--- src/rtl/mem_ctrl_pkg.sv ---
// rtl/mem_ctrl_pkg.sv - shared widths and FSM state encoding for mem_ctrl
package mem_ctrl_pkg;
  localparam int ADDR_W = 4;
  localparam int DATA_W = 4;
  localparam int CNT_W  = 3;

  typedef enum logic [2:0] {
    IDLE,
    SETUP,
    PULSE,
    HOLD,
    RESP
  } state_t;
endpackage

--- src/rtl/mem_ctrl.sv ---
// rtl/mem_ctrl.sv - request/response front end for an asynchronous 16x4 SRAM
// Generates CS/WE strobes with programmable setup, pulse and hold widths.
module mem_ctrl
  import mem_ctrl_pkg::*;
#(
  parameter int SETUP_CYC = 1,
  parameter int PULSE_CYC = 2,
  parameter int HOLD_CYC  = 1
) (
  input  logic              clk,
  input  logic              rst_n,
  input  logic              req_valid,
  output logic              req_ready,
  input  logic              req_we,
  input  logic [ADDR_W-1:0] req_addr,
  input  logic [DATA_W-1:0] req_wdata,
  output logic              rsp_valid,
  output logic [DATA_W-1:0] rsp_rdata,
  output logic [ADDR_W-1:0] mem_a,
  output logic [DATA_W-1:0] mem_d,
  input  logic [DATA_W-1:0] mem_q,
  output logic              mem_cs_n,
  output logic              mem_we_n
);

  localparam logic [CNT_W-1:0] SETUP_LAST = CNT_W'(SETUP_CYC - 1);
  localparam logic [CNT_W-1:0] PULSE_LAST = CNT_W'(PULSE_CYC - 1);
  localparam logic [CNT_W-1:0] HOLD_LAST  = CNT_W'(HOLD_CYC - 1);

  state_t             state, state_nxt;
  logic [CNT_W-1:0]   cnt, cnt_nxt;
  logic               ready_en;
  logic               we_q;
  logic               accept;
  logic               sample;
  logic [DATA_W-1:0]  q_samp;

  // ready_en keeps req_ready low until the first edge after reset release
  assign req_ready = ready_en && (state == IDLE);
  assign mem_cs_n  = !((state == SETUP) || (state == PULSE) || (state == HOLD));
  assign mem_we_n  = !((state == PULSE) && we_q);

  always_comb begin
    state_nxt = state;
    cnt_nxt   = cnt;
    accept    = 1'b0;
    sample    = 1'b0;
    case (state)
      IDLE: begin
        if (req_valid && req_ready) begin
          accept    = 1'b1;
          state_nxt = SETUP;
          cnt_nxt   = '0;
        end
      end
      SETUP: begin
        if (cnt == SETUP_LAST) begin
          state_nxt = PULSE;
          cnt_nxt   = '0;
        end else begin
          cnt_nxt = cnt + CNT_W'(1);
        end
      end
      PULSE: begin
        if (cnt == PULSE_LAST) begin
          cnt_nxt = '0;
          if (we_q) begin
            state_nxt = HOLD;
          end else begin
            state_nxt = RESP;
            sample    = 1'b1;
          end
        end else begin
          cnt_nxt = cnt + CNT_W'(1);
        end
      end
      HOLD: begin
        if (cnt == HOLD_LAST) begin
          state_nxt = IDLE;
          cnt_nxt   = '0;
        end else begin
          cnt_nxt = cnt + CNT_W'(1);
        end
      end
      RESP: begin
        state_nxt = IDLE;
      end
      default: begin
        state_nxt = IDLE;
        cnt_nxt   = '0;
      end
    endcase
  end

  // Read data is presented one edge after RESP so rsp_rdata only moves with rsp_valid
  always_ff @(posedge clk or negedge rst_n) begin
    if (!rst_n) begin
      state     <= IDLE;
      cnt       <= '0;
      ready_en  <= 1'b0;
      we_q      <= 1'b0;
      mem_a     <= '0;
      mem_d     <= '0;
      q_samp    <= '0;
      rsp_valid <= 1'b0;
      rsp_rdata <= '0;
    end else begin
      state     <= state_nxt;
      cnt       <= cnt_nxt;
      ready_en  <= 1'b1;
      rsp_valid <= (state == RESP);
      if (accept) begin
        we_q  <= req_we;
        mem_a <= req_addr;
        mem_d <= req_wdata;
      end
      if (sample) begin
        q_samp <= mem_q;
      end
      if (state == RESP) begin
        rsp_rdata <= q_samp;
      end
    end
  end

endmodule

--- config.mk ---
export PLATFORM = sky130hd
export DESIGN_NAME = mem_ctrl
export DESIGN_NICKNAME = d
export VERILOG_FILES = /design/src/rtl/mem_ctrl_pkg.sv /design/src/rtl/mem_ctrl.sv
export SDC_FILE = /design/constraint.sdc
export NUM_CORES = 1
export LEC_CHECK = 0
export CAP_MARGIN = 20
export CORE_MARGIN = 5
export CORE_UTILIZATION = 52
export CTS_BUF_LIST = sky130_fd_sc_hd__clkbuf_4
export DETAILED_ROUTE_END_ITERATION = 7
export GPL_ROUTABILITY_DRIVEN = 0
export GPL_TIMING_DRIVEN = 0
export PLACE_DENSITY = 0.86
export SETUP_SLACK_MARGIN = 0.2
export SLEW_MARGIN = 15
export SYNTH_ARGS = -nofsm -noshare
export SYNTH_HDL_FRONTEND = slang
export SYNTH_SLANG_ARGS = --single-unit
--- constraint.sdc ---
create_clock -name clk -period 2.3 [get_ports clk]
set_input_delay 0.575 -clock clk [delete_from_list [all_inputs] [get_ports clk]]
set_output_delay 0.575 -clock clk [all_outputs]
set_load 0.01 [all_outputs]
==> results.py <==
metrics = {
    "cells_and_area": {
        "final_common_cell": "clkdlybuf4s50_1",
        "areaGrowthSynthToFinish_pct": 34.07,
        "n_antenna_cell": 0,
        "drive_above_1_share_pct": 30.00,
        "finalNetCount": 140,
        "n_fill_cell": 146,
        "layout_common_cells": "clkdlybuf4s50_1, dfrtp_1, mux2_2, inv_1",
        "utilization_pct": 71.05,
    },
    "grt": {
        "first_global_vias": 775,
        "gr-total-overflow": 0,
        "grt_pass1_wl_um": 3670,
        "grtUsageTotal_pct": 14.59,
        "grt_max_degree": 26,
        "antenna_found_initial": 0,
    },
    "pwr": {
        "power.leakage_nw": 0.6652,
        "powerDensity_nw_per_um2": 1233,
        "irDropWorstVdd_uv": 1036,
    },
    "place": {
        "dp_hpwl_um": 1629,
        "portBuffers": 31,
    },
    "route": {
        "antenna_left": 0,
        "wl_per_cell_um": 14.15,
        "num_vias": 749,
        "highest_layer": "met4",
        "routed-wl-met2_um": 1171,
        "drtPass1Iterations": 4,
        "routed_wl_um": 2094,
        "vias_per_cell": 5.061,
        "dr_wl_met3_um": 80,
        "drt-initial-drc-count": 14,
        "wl_met1_um": 816,
        "drc": 0,
    },
    "timing": {
        "period_share_pct": 88.68,
        "hold_viol_final": 0,
        "maxSlewViolCount": 0,
        "finClkSkew_ns": 0.01314,
        "relSlewSlack_pct": 64.85,
        "period_needed_ns": 2.040,
        "finalSetupTns_ns": 0,
        "setup_viol": 0,
        "worst_slew_pin_slew_ns": 0.5272,
        "max_freq_mhz": 490.3,
        "rsz0062_at_grt": "yes",
    },
    "floorplan": {
        "dieArea_um2": 3226,
        "core_area_um2": 2148,
        "ios": 32,
        "dieHeight_um": 56.80,
        "dieWidth_um": 56.80,
        "rows": 17,
        "start_util_pct": 53.00,
    },
    "yosys": {
        "synth.yosys.seq_area_share_pct": 54.95,
        "yosys.area.top_type_share_pct": 54.95,
        "synth_top_area_cell": "dfrtp_1",
        "netlist_area_um2": 1139,
        "synth.top_cells.by_area": "dfrtp_1, mux2_2, ha_1",
        "synthCells": 82,
        "synth.net_count": 101,
        "synth_area_per_cell_um2": 13.89,
        "ys_types": 27,
        "ys_ff_latch": 25,
        "yosys_warnings": 0,
    },
    "setup_path": {
        "crit_family": "buffers and inverters",
        "reg2reg_from": "state[0]",
        "crit_fanout": 10,
        "worstSetupEndpointType": "primary output",
        "start_kind": "flip-flop",
        "slowest_delay_ns": 0.41,
        "r2r_end": "q_samp[0]",
        "cp.required_ns": 1.73,
        "slowest_stage": "dfrtp_1",
        "reg2reg_slack_ns": 0.74,
        "critPathArrivalTime_ns": 1.46,
        "path_cells": "buf_6 -> nor2b_4 -> and2_4 -> nand2_1 -> dlygate4sd2_1",
        "reg2regPathDepth": 6,
        "worst-setup-path-type": "reg2out",
        "crit_buf_inv": 2,
    },
    "clocking": {
        "htree_num_levels": 1,
        "insertion_delay_ns": 0.30,
        "clock_path_buffers": 2,
        "cts_made_buffers": 3,
        "root_buffer": "clkbuf_4",
        "cts_num_sinks": 25,
        "cts_tree": "done",
        "cts_hold_buf": 0,
        "clkTransAtPathRegs_ns": 0.13,
    },
    "flow_run": {
        "drv_cap": 0,
    },
    "outcome": {
        "outcome": "finished clean",
    },
    "worst_hold_path": {
        "worstHoldPathType": "in2async",
    },
}
flip-flops by register name (all words and copies together), names as in the netlist:
name and cells:
state 3, mem_d 4, ready_en 1, rsp_valid 1, rsp_rdata 4, cnt 3, we_q 1, q_samp 4
mem_a 4
worst register-to-register path, stage by stage (launching register included):
cell,delay [ns]
dfrtp_1,0.41
buf_6,0.15
nor2b_4,0.13
and2_4,0.15
buf_4,0.11
nand4_4,0.15
mux2_1,0.34
layer usage:
| metal | up-vias | global-route usage (%) |
|---|---|---|
| li1 | 359 | - |
| met4 | 0 | 4.967 |
| met1 | 372 | 17.40 |
| met5 | - | 0 |
| met2 | 16 | 25.58 |
| met3 | 2 | 3.448 |
power by group:
group	total (mW)	switching, mW	internal [mW]
Combinational	0.950	0.401	0.550
Clock	0.182	0.117	0.0647
Sequential	0.750	0.116	0.633
cell usage after synthesis, drive strengths merged:
cell type,instances
a21oi,3
a221o,1
a22o,1
a22oi,1
a311oi,1
and2,1
buf,2
conb,1
dfrtp,25
ha,3
inv,6
mux2,18
mux2i,1
nand2,4
nand2b,2
nand3,1
nand4,1
nor2,3
nor2b,1
nor3,1
nor4b,2
o21ai,2
o41ai,1
stage by stage:
step	total power [mW]	std cells	setup slack (ns)	cell area, um2	hold WS (ns)
after global routing	2.029	148	0.1822	1526	0.2446
after CTS	1.877	145	0.1736	1513	0.5208
after global placement	1.653	141	0.2712	1484	0.4692
after detailed placement	1.695	141	0.2539	1484	0.4922
after floorplan	1.292	82	0.8365	1139	0.2794
final	1.882	148	0.2605	1526	0.2217
logic make-up after synthesis:
group           count (synthesis)  share of synthesized area [%]
simple gates                   16                          12.64
fa+ha+maj                       3                          3.297
compound gates                 10                          6.483
flops                          25                          54.95
other cells                     1                         0.3294
mux                            19                          18.68
buf+inv                         8                          3.626
what timing repair did:
action	in CTS	in global routing
resized for setup	5	2
endpoints found under the setup margin	3	2
buffers inserted	0	3
final cells by class:
cell class / count / area [um2] / share of cell area (%)
plain buffers: 2 / 22.52 / 1.475
clock buffers: 3 / 22.52 / 1.475
clock inverters: 1 / 5.005 / 0.3279
inverters: 6 / 22.52 / 1.475
multi-input cells: 49 / 471.7 / 30.90
flip-flops and latches: 25 / 626.9 / 41.07
well taps: 28 / 35.03 / 2.295
repair buffers: 34 / 320.3 / 20.98
worst max path at each step:
stage                   from         to  slack (ns)  cells past startpoint
floorplan           state[0]  req_ready        0.84                      2
global placement    state[0]  req_ready        0.27                      3
detailed placement  state[0]  req_ready        0.25                      3
CTS                 state[0]  req_ready        0.17                      3
global route        state[0]   mem_we_n        0.18                      5
finish              state[0]   mem_we_n        0.26                      5
Note: power is estimated with default switching activity, not from simulation.
==> RTL edit 1: new RTL, same settings <==
`HOLD_CYC`: 1 -> 0.
--- a/src/rtl/mem_ctrl.sv
+++ b/src/rtl/mem_ctrl.sv
@@ -5,7 +5,7 @@
 #(
   parameter int SETUP_CYC = 1,
   parameter int PULSE_CYC = 2,
-  parameter int HOLD_CYC  = 1
+  parameter int HOLD_CYC  = 0
 ) (
   input  logic              clk,
   input  logic              rst_n,
Check against the original RTL: not equivalent (a bounded check fails within 10 cycles, from zero or initial values and one cycle with rst_n low).
==> RTL edit 1 against the unedited design <==
Power shrank 1.3%; area after synthesis shrank 1.4%; setup slack gained 0.029 ns; critical path depth grew 2; highest routed layer unchanged; count of clock-buffer cells in the layout grew 1; design area is essentially flat; sequential cell count is the same; wire length grew 6.0%; largest cell class unchanged; final cell count is the same; die area shrank 1.2%.
==> RTL edit 1: results (changes against the unedited design) <==
[outcome]
outcome = complete, no violations

[yosys]
syn_nets = 103  ; +2.0%
synthTopCellsByArea = dfrtp_1, mux2_2, mux2_4
synthArstFlopShare_pct = 100.0  ; unchanged
yosysSeqAreaShare_pct = 55.74  ; +0.80 points
avgSynthCellArea_sq_um = 13.52  ; -2.6%
synth_edf_count = 0  ; unchanged
synth_common_cells = dfrtp_1, mux2_2, nand2_1
synthDistinctLibCells = 28  ; +3.7%
synth_warnings = 0  ; unchanged

[setup_path]
start_kind = register
crit_path_end = q_samp[1]
regToRegStartpoint = cnt[1]
crit_fanout = 5  ; -5
critPathMaxStageDelay_ns = 0.52  ; +0.11 ns
ff2ff_path_depth = 7  ; +1
critPathTopFamily = simple AND/OR/NAND/NOR gates
critPathSlowestCell = or4b_4
cp_data_arrival_time_ns = 2.23  ; +0.77 ns
r2r_slack_ns = 0.29  ; -0.45 ns

[route]
vias_per_cell = 5.189  ; +2.5%
first_pass_iters = 3  ; -1
vias = 768  ; +2.5%
detail_route.iter0.violations = 18  ; +4
wl_per_cell_um = 14.99  ; +6.0%

[pwr]
p_leak_nw = 0.6906  ; +3.8%
vdd_drop_max_v = 0.0007366  ; -29%

[place]
placed_cell_area_sq_um = 1466  ; -1.2%
dp.cells = 141  ; unchanged
dp_hpwl_um = 1670  ; +2.5%
portBuffers = 31  ; unchanged

[global_routing]
grt_max_degree = 26  ; unchanged
antenna_found_initial = 0  ; unchanged
grt_pass1_vias = 797  ; +2.8%
grt_pass1_wl_um = 3760  ; +2.5%
grt_usage_pct = 15.14  ; +0.55 points

[timing]
maxSlewHeadroom_pct = 63.09  ; -1.8 points
clock_skew_ns = 0.002918  ; -0.01023 ns

[clock_tree]
cts-root-buf = clkbuf_4
path_clk_slew_ns = 0.13  ; about the same
max-clock-path-buffers = 2  ; unchanged
cts_max_level = 1  ; unchanged
numCtsBuffers = 3  ; unchanged
clk_latency_ns = 0.31

[cells_and_area]
nFillCells = 139  ; -4.8%
drive_gt1_share_pct = 29.75  ; -0.25 points
antennaDiodeCount = 0  ; unchanged

[worst_hold_path]
worstHoldPathType = input pin to asynchronous set/reset pin

==> RTL edit 1: cell types whose count changed in the layout (fill, tap and decap cells not counted), moves of 2 or more <==
| cell | unedited run | this run |
|---|---|---|
| nor2_1 | 3 | 1 |
| mux2_4 | 0 | 4 |
| inv_1 | 6 | 3 |
| nand2_1 | 3 | 6 |
| nand2b_1 | 2 | 0 |
| nand3b_1 | 0 | 3 |
| mux2_2 | 17 | 13 |
==> RTL edit 1: cells by family (layout without fill, tap and decap cells) <==
logic type | after synthesis | in the layout | synth area share (%)
flip-flops | 25 | 25 | 55.74
multiplexers | 18 | 18 | 19.40
AND/OR/NAND/NOR | 20 | 20 | 12.49
buffers and inverters | 7 | 45 | 3.010
AO/OA/AOI/OAI | 8 | 8 | 4.571
other | 1 | 1 | 0.3341
adder cells (fa/ha/maj) | 4 | 4 | 4.459
==> RTL edit 1: repair_timing <==
| action | in CTS | in global routing |
|---|---|---|
| hold endpoints to repair | 0 | 0 |
| setup endpoints to repair | 3 | 6 |
| pin swaps | 0 | 0 |
| setup buffers | 1 | 2 |
| gates resized for setup | 7 | 10 |
==> RTL edit 1: final cells by class <==
| class | count | area [sq um] | share of cell area [%] |
|---|---|---|---|
| flip-flops and latches | 25 | 625.6 | 41.02 |
| inverters | 4 | 15.01 | 0.9844 |
| repair buffers | 34 | 316.6 | 20.75 |
| plain buffers | 3 | 30.03 | 1.969 |
| clock buffers | 4 | 30.03 | 1.969 |
| well taps | 27 | 33.78 | 2.215 |
| multi-input cells | 51 | 474.2 | 31.09 |
==> RTL edit 1: through the flow <==
step,hold WS [ns],util (%),setup WS [ns]
floorplan,0.2794,-,0.3607
global placement,0.4760,73.25,0.1150
detailed placement,0.4901,73.25,0.05915
CTS,0.5205,75.25,0.1595
global route,0.2377,76.19,0.2034
finish,0.2180,76.19,0.2899
==> RTL edit 1: worst min path at each step <==
stage / to / slack [ns] / cells after the start
after floorplan: cnt[0] / 0.28 / 0
after CTS: mem_a[2] / 0.52 / 1
after global routing: mem_a[1] / 0.24 / 1
after global placement: mem_a[2] / 0.48 / 1
after detailed placement: mem_a[2] / 0.49 / 1
final: mem_a[1] / 0.22 / 1
==> RTL edit 1: per-layer routing <==
| layer | global-route usage, % | vias up | routed length (um) |
|---|---|---|---|
| met5 | 0 | - | 0 |
| met4 | 7.119 | 0 | 73 |
| met3 | 4.358 | 8 | 113 |
| met2 | 25.41 | 21 | 1155 |
| met1 | 17.61 | 374 | 877 |
| li1 | - | 365 | - |
==> RTL edit 1: power by group <==
part           internal, mW  total [mW]  switching, mW
registers             0.628       0.736          0.108
clock network        0.0797       0.204          0.124
logic                 0.549       0.918          0.369
==> RTL edit 2: new RTL, same flow settings <==
Without the edit above. The 5 states of `state_t` get a one-hot encoding in 5 bits.
--- a/src/rtl/mem_ctrl_pkg.sv
+++ b/src/rtl/mem_ctrl_pkg.sv
@@ -4,12 +4,12 @@
   localparam int DATA_W = 4;
   localparam int CNT_W  = 3;
 
-  typedef enum logic [2:0] {
-    IDLE,
-    SETUP,
-    PULSE,
-    HOLD,
-    RESP
+  typedef enum logic [4:0] {
+    IDLE  = 5'b00001,
+    SETUP = 5'b00010,
+    PULSE = 5'b00100,
+    HOLD  = 5'b01000,
+    RESP  = 5'b10000
   } state_t;
 endpackage
 
Behaviour: same outputs for any inputs over 10 cycles, from zero or initial values and one cycle with rst_n low; not proved beyond that.
==> RTL edit 2 against the unedited design <==
Sequential power down 11%; power shrank 17%; area after synthesis rose by 12%; critical path depth is the same; design area grew 13%; wire length rose by 21%; synthesized cell count is 21% higher; setup slack improved by 0.010 ns; sequential cell count is 2 higher; highest routed layer unchanged.
==> RTL edit 2: results (changes against the unedited design) <==
[outcome]
outcome = complete, no violations

[global_routing]
grt_pass1_wl_um = 4119  ; +12%
antenna_found_initial = 0  ; unchanged
use_met1_pct = 18.40  ; +1.0 points
grtUsageMet3_pct = 5.229  ; +1.8 points
grt_pass1_vias = 956  ; +23%
grt_usage_pct = 15.53  ; +0.94 points
gr-usage-met2_pct = 25.90  ; +0.32 points
grt_max_degree = 18  ; -31%

[worst_hold_path]
worstHoldPathType = register to register

[timing]
clock_skew_ns = 0.007249  ; -0.005895 ns
worst_pin_slew_ns = 0.5009  ; -0.02633 ns

[setup_path]
critPathTopFamily = simple AND/OR/NAND/NOR gates
crit_fanout = 9  ; -1

[yosys]
yosysSeqAreaShare_pct = 52.99  ; -2.0 points
synth_common_cells = dfrtp_1, mux2_2, nor2_1
syn_nets = 118  ; +17%
synthArstFlopShare_pct = 100.0  ; unchanged
synthDistinctLibCells = 30  ; +11%
netlist_instances = 99  ; +21%
synthTopCellsByArea = dfrtp_1, mux2_2, mux2_4

[pwr]
vdd_drop_max_v = 0.0006788  ; -34%
p_clk_share_pct = 13.8  ; +4.1 points
seq_power_share_pct = 42.7  ; +2.9 points
power_switching_mw = 0.4956  ; -22%
p_leak_nw = 0.8009  ; +20%
power.total_mw = 1.569  ; -17%

[cells_and_area]
final_nets = 161  ; +15%
drive_gt1_share_pct = 33.33  ; +3.3 points
antennaDiodeCount = 0  ; unchanged
largest_reg_flops = 5
fin_cells = 171  ; +16%

[route]
top_layer_used = met4
met2_length_um = 1327  ; +13%
vias_per_cell = 5.175  ; +2.3%
wl_met3_um = 211  ; +160%
detail_route.iter0.violations = 13  ; -1
drt-met1-wl_um = 977  ; +20%
wl_um = 2532  ; +21%
first_pass_iters = 4  ; unchanged

[clock_tree]
cts_max_level = 1  ; unchanged
clk_latency_ns = 0.32  ; +0.02 ns
cts_setup_buffers = 5  ; +5
cts-root-buf = clkbuf_4
cts_resized = 7  ; +2
path_clk_slew_ns = 0.15  ; +0.02 ns
numCtsBuffers = 3  ; unchanged

[place]
dpl_worst_slack_ns = 0.1374  ; -0.1165 ns
dp_hpwl_um = 1925  ; +18%

==> RTL edit 2: changes by cell type after synthesis, moves of 2 or more <==
| cell | before | now |
|---|---|---|
| a21bo_2 | 0 | 2 |
| a21oi_1 | 3 | 1 |
| buf_6 | 1 | 4 |
| mux2_2 | 17 | 14 |
| mux2_4 | 0 | 4 |
| nand2b_1 | 2 | 0 |
| nand3_2 | 0 | 2 |
| nand4_1 | 0 | 2 |
| nor2_1 | 3 | 7 |
| o21ai_0 | 2 | 6 |
| xor2_1 | 0 | 2 |
==> RTL edit 2: final timing paths <==
kind,start,cells past startpoint,slack [ns],to
max,state[2],5,0.27,req_ready
min,mem_a[3],1,0.52,mem_a[3]
max reg2reg,state[1],10,0.32,cnt[2]
min reg2reg,mem_a[3],1,0.52,mem_a[3]
max in group asynchronous,rst_n,2,1.17,state[0]
min in group asynchronous,rst_n,1,0.57,mem_a[0]
==> RTL edit 2: cells by family after synthesis <==
| kind of cell | synth area share, % |
|---|---|
| adders and majority gates | 2.939 |
| xor gates and xnor gates | 1.371 |
| and+or+nand+nor | 12.05 |
| AOI/OAI and AO/OA | 8.031 |
| other | 0.2935 |
| muxes | 17.04 |
| DFF | 52.99 |
| buffers and inverters | 5.289 |
==> RTL edit 2: area by class of cell <==
cell class,count,area (sq um)
Fill cell,157,680.7
Sequential cell,27,676.9
Multi-Input combinational cell,62,558.0
Timing Repair Buffer,38,359.1
Buffer,4,45.04
Tap cell,30,37.54
Clock buffer,4,30.03
Inverter,6,22.52
==> RTL edit 2: metrics by stage <==
stage	hold slack [ns]	area, sq um
CTS	0.5249	1703
detailed placement	0.4933	1640
floorplan	0.2794	1277
finish	0.5224	1729
global route	0.5479	1729
global placement	0.4862	1625
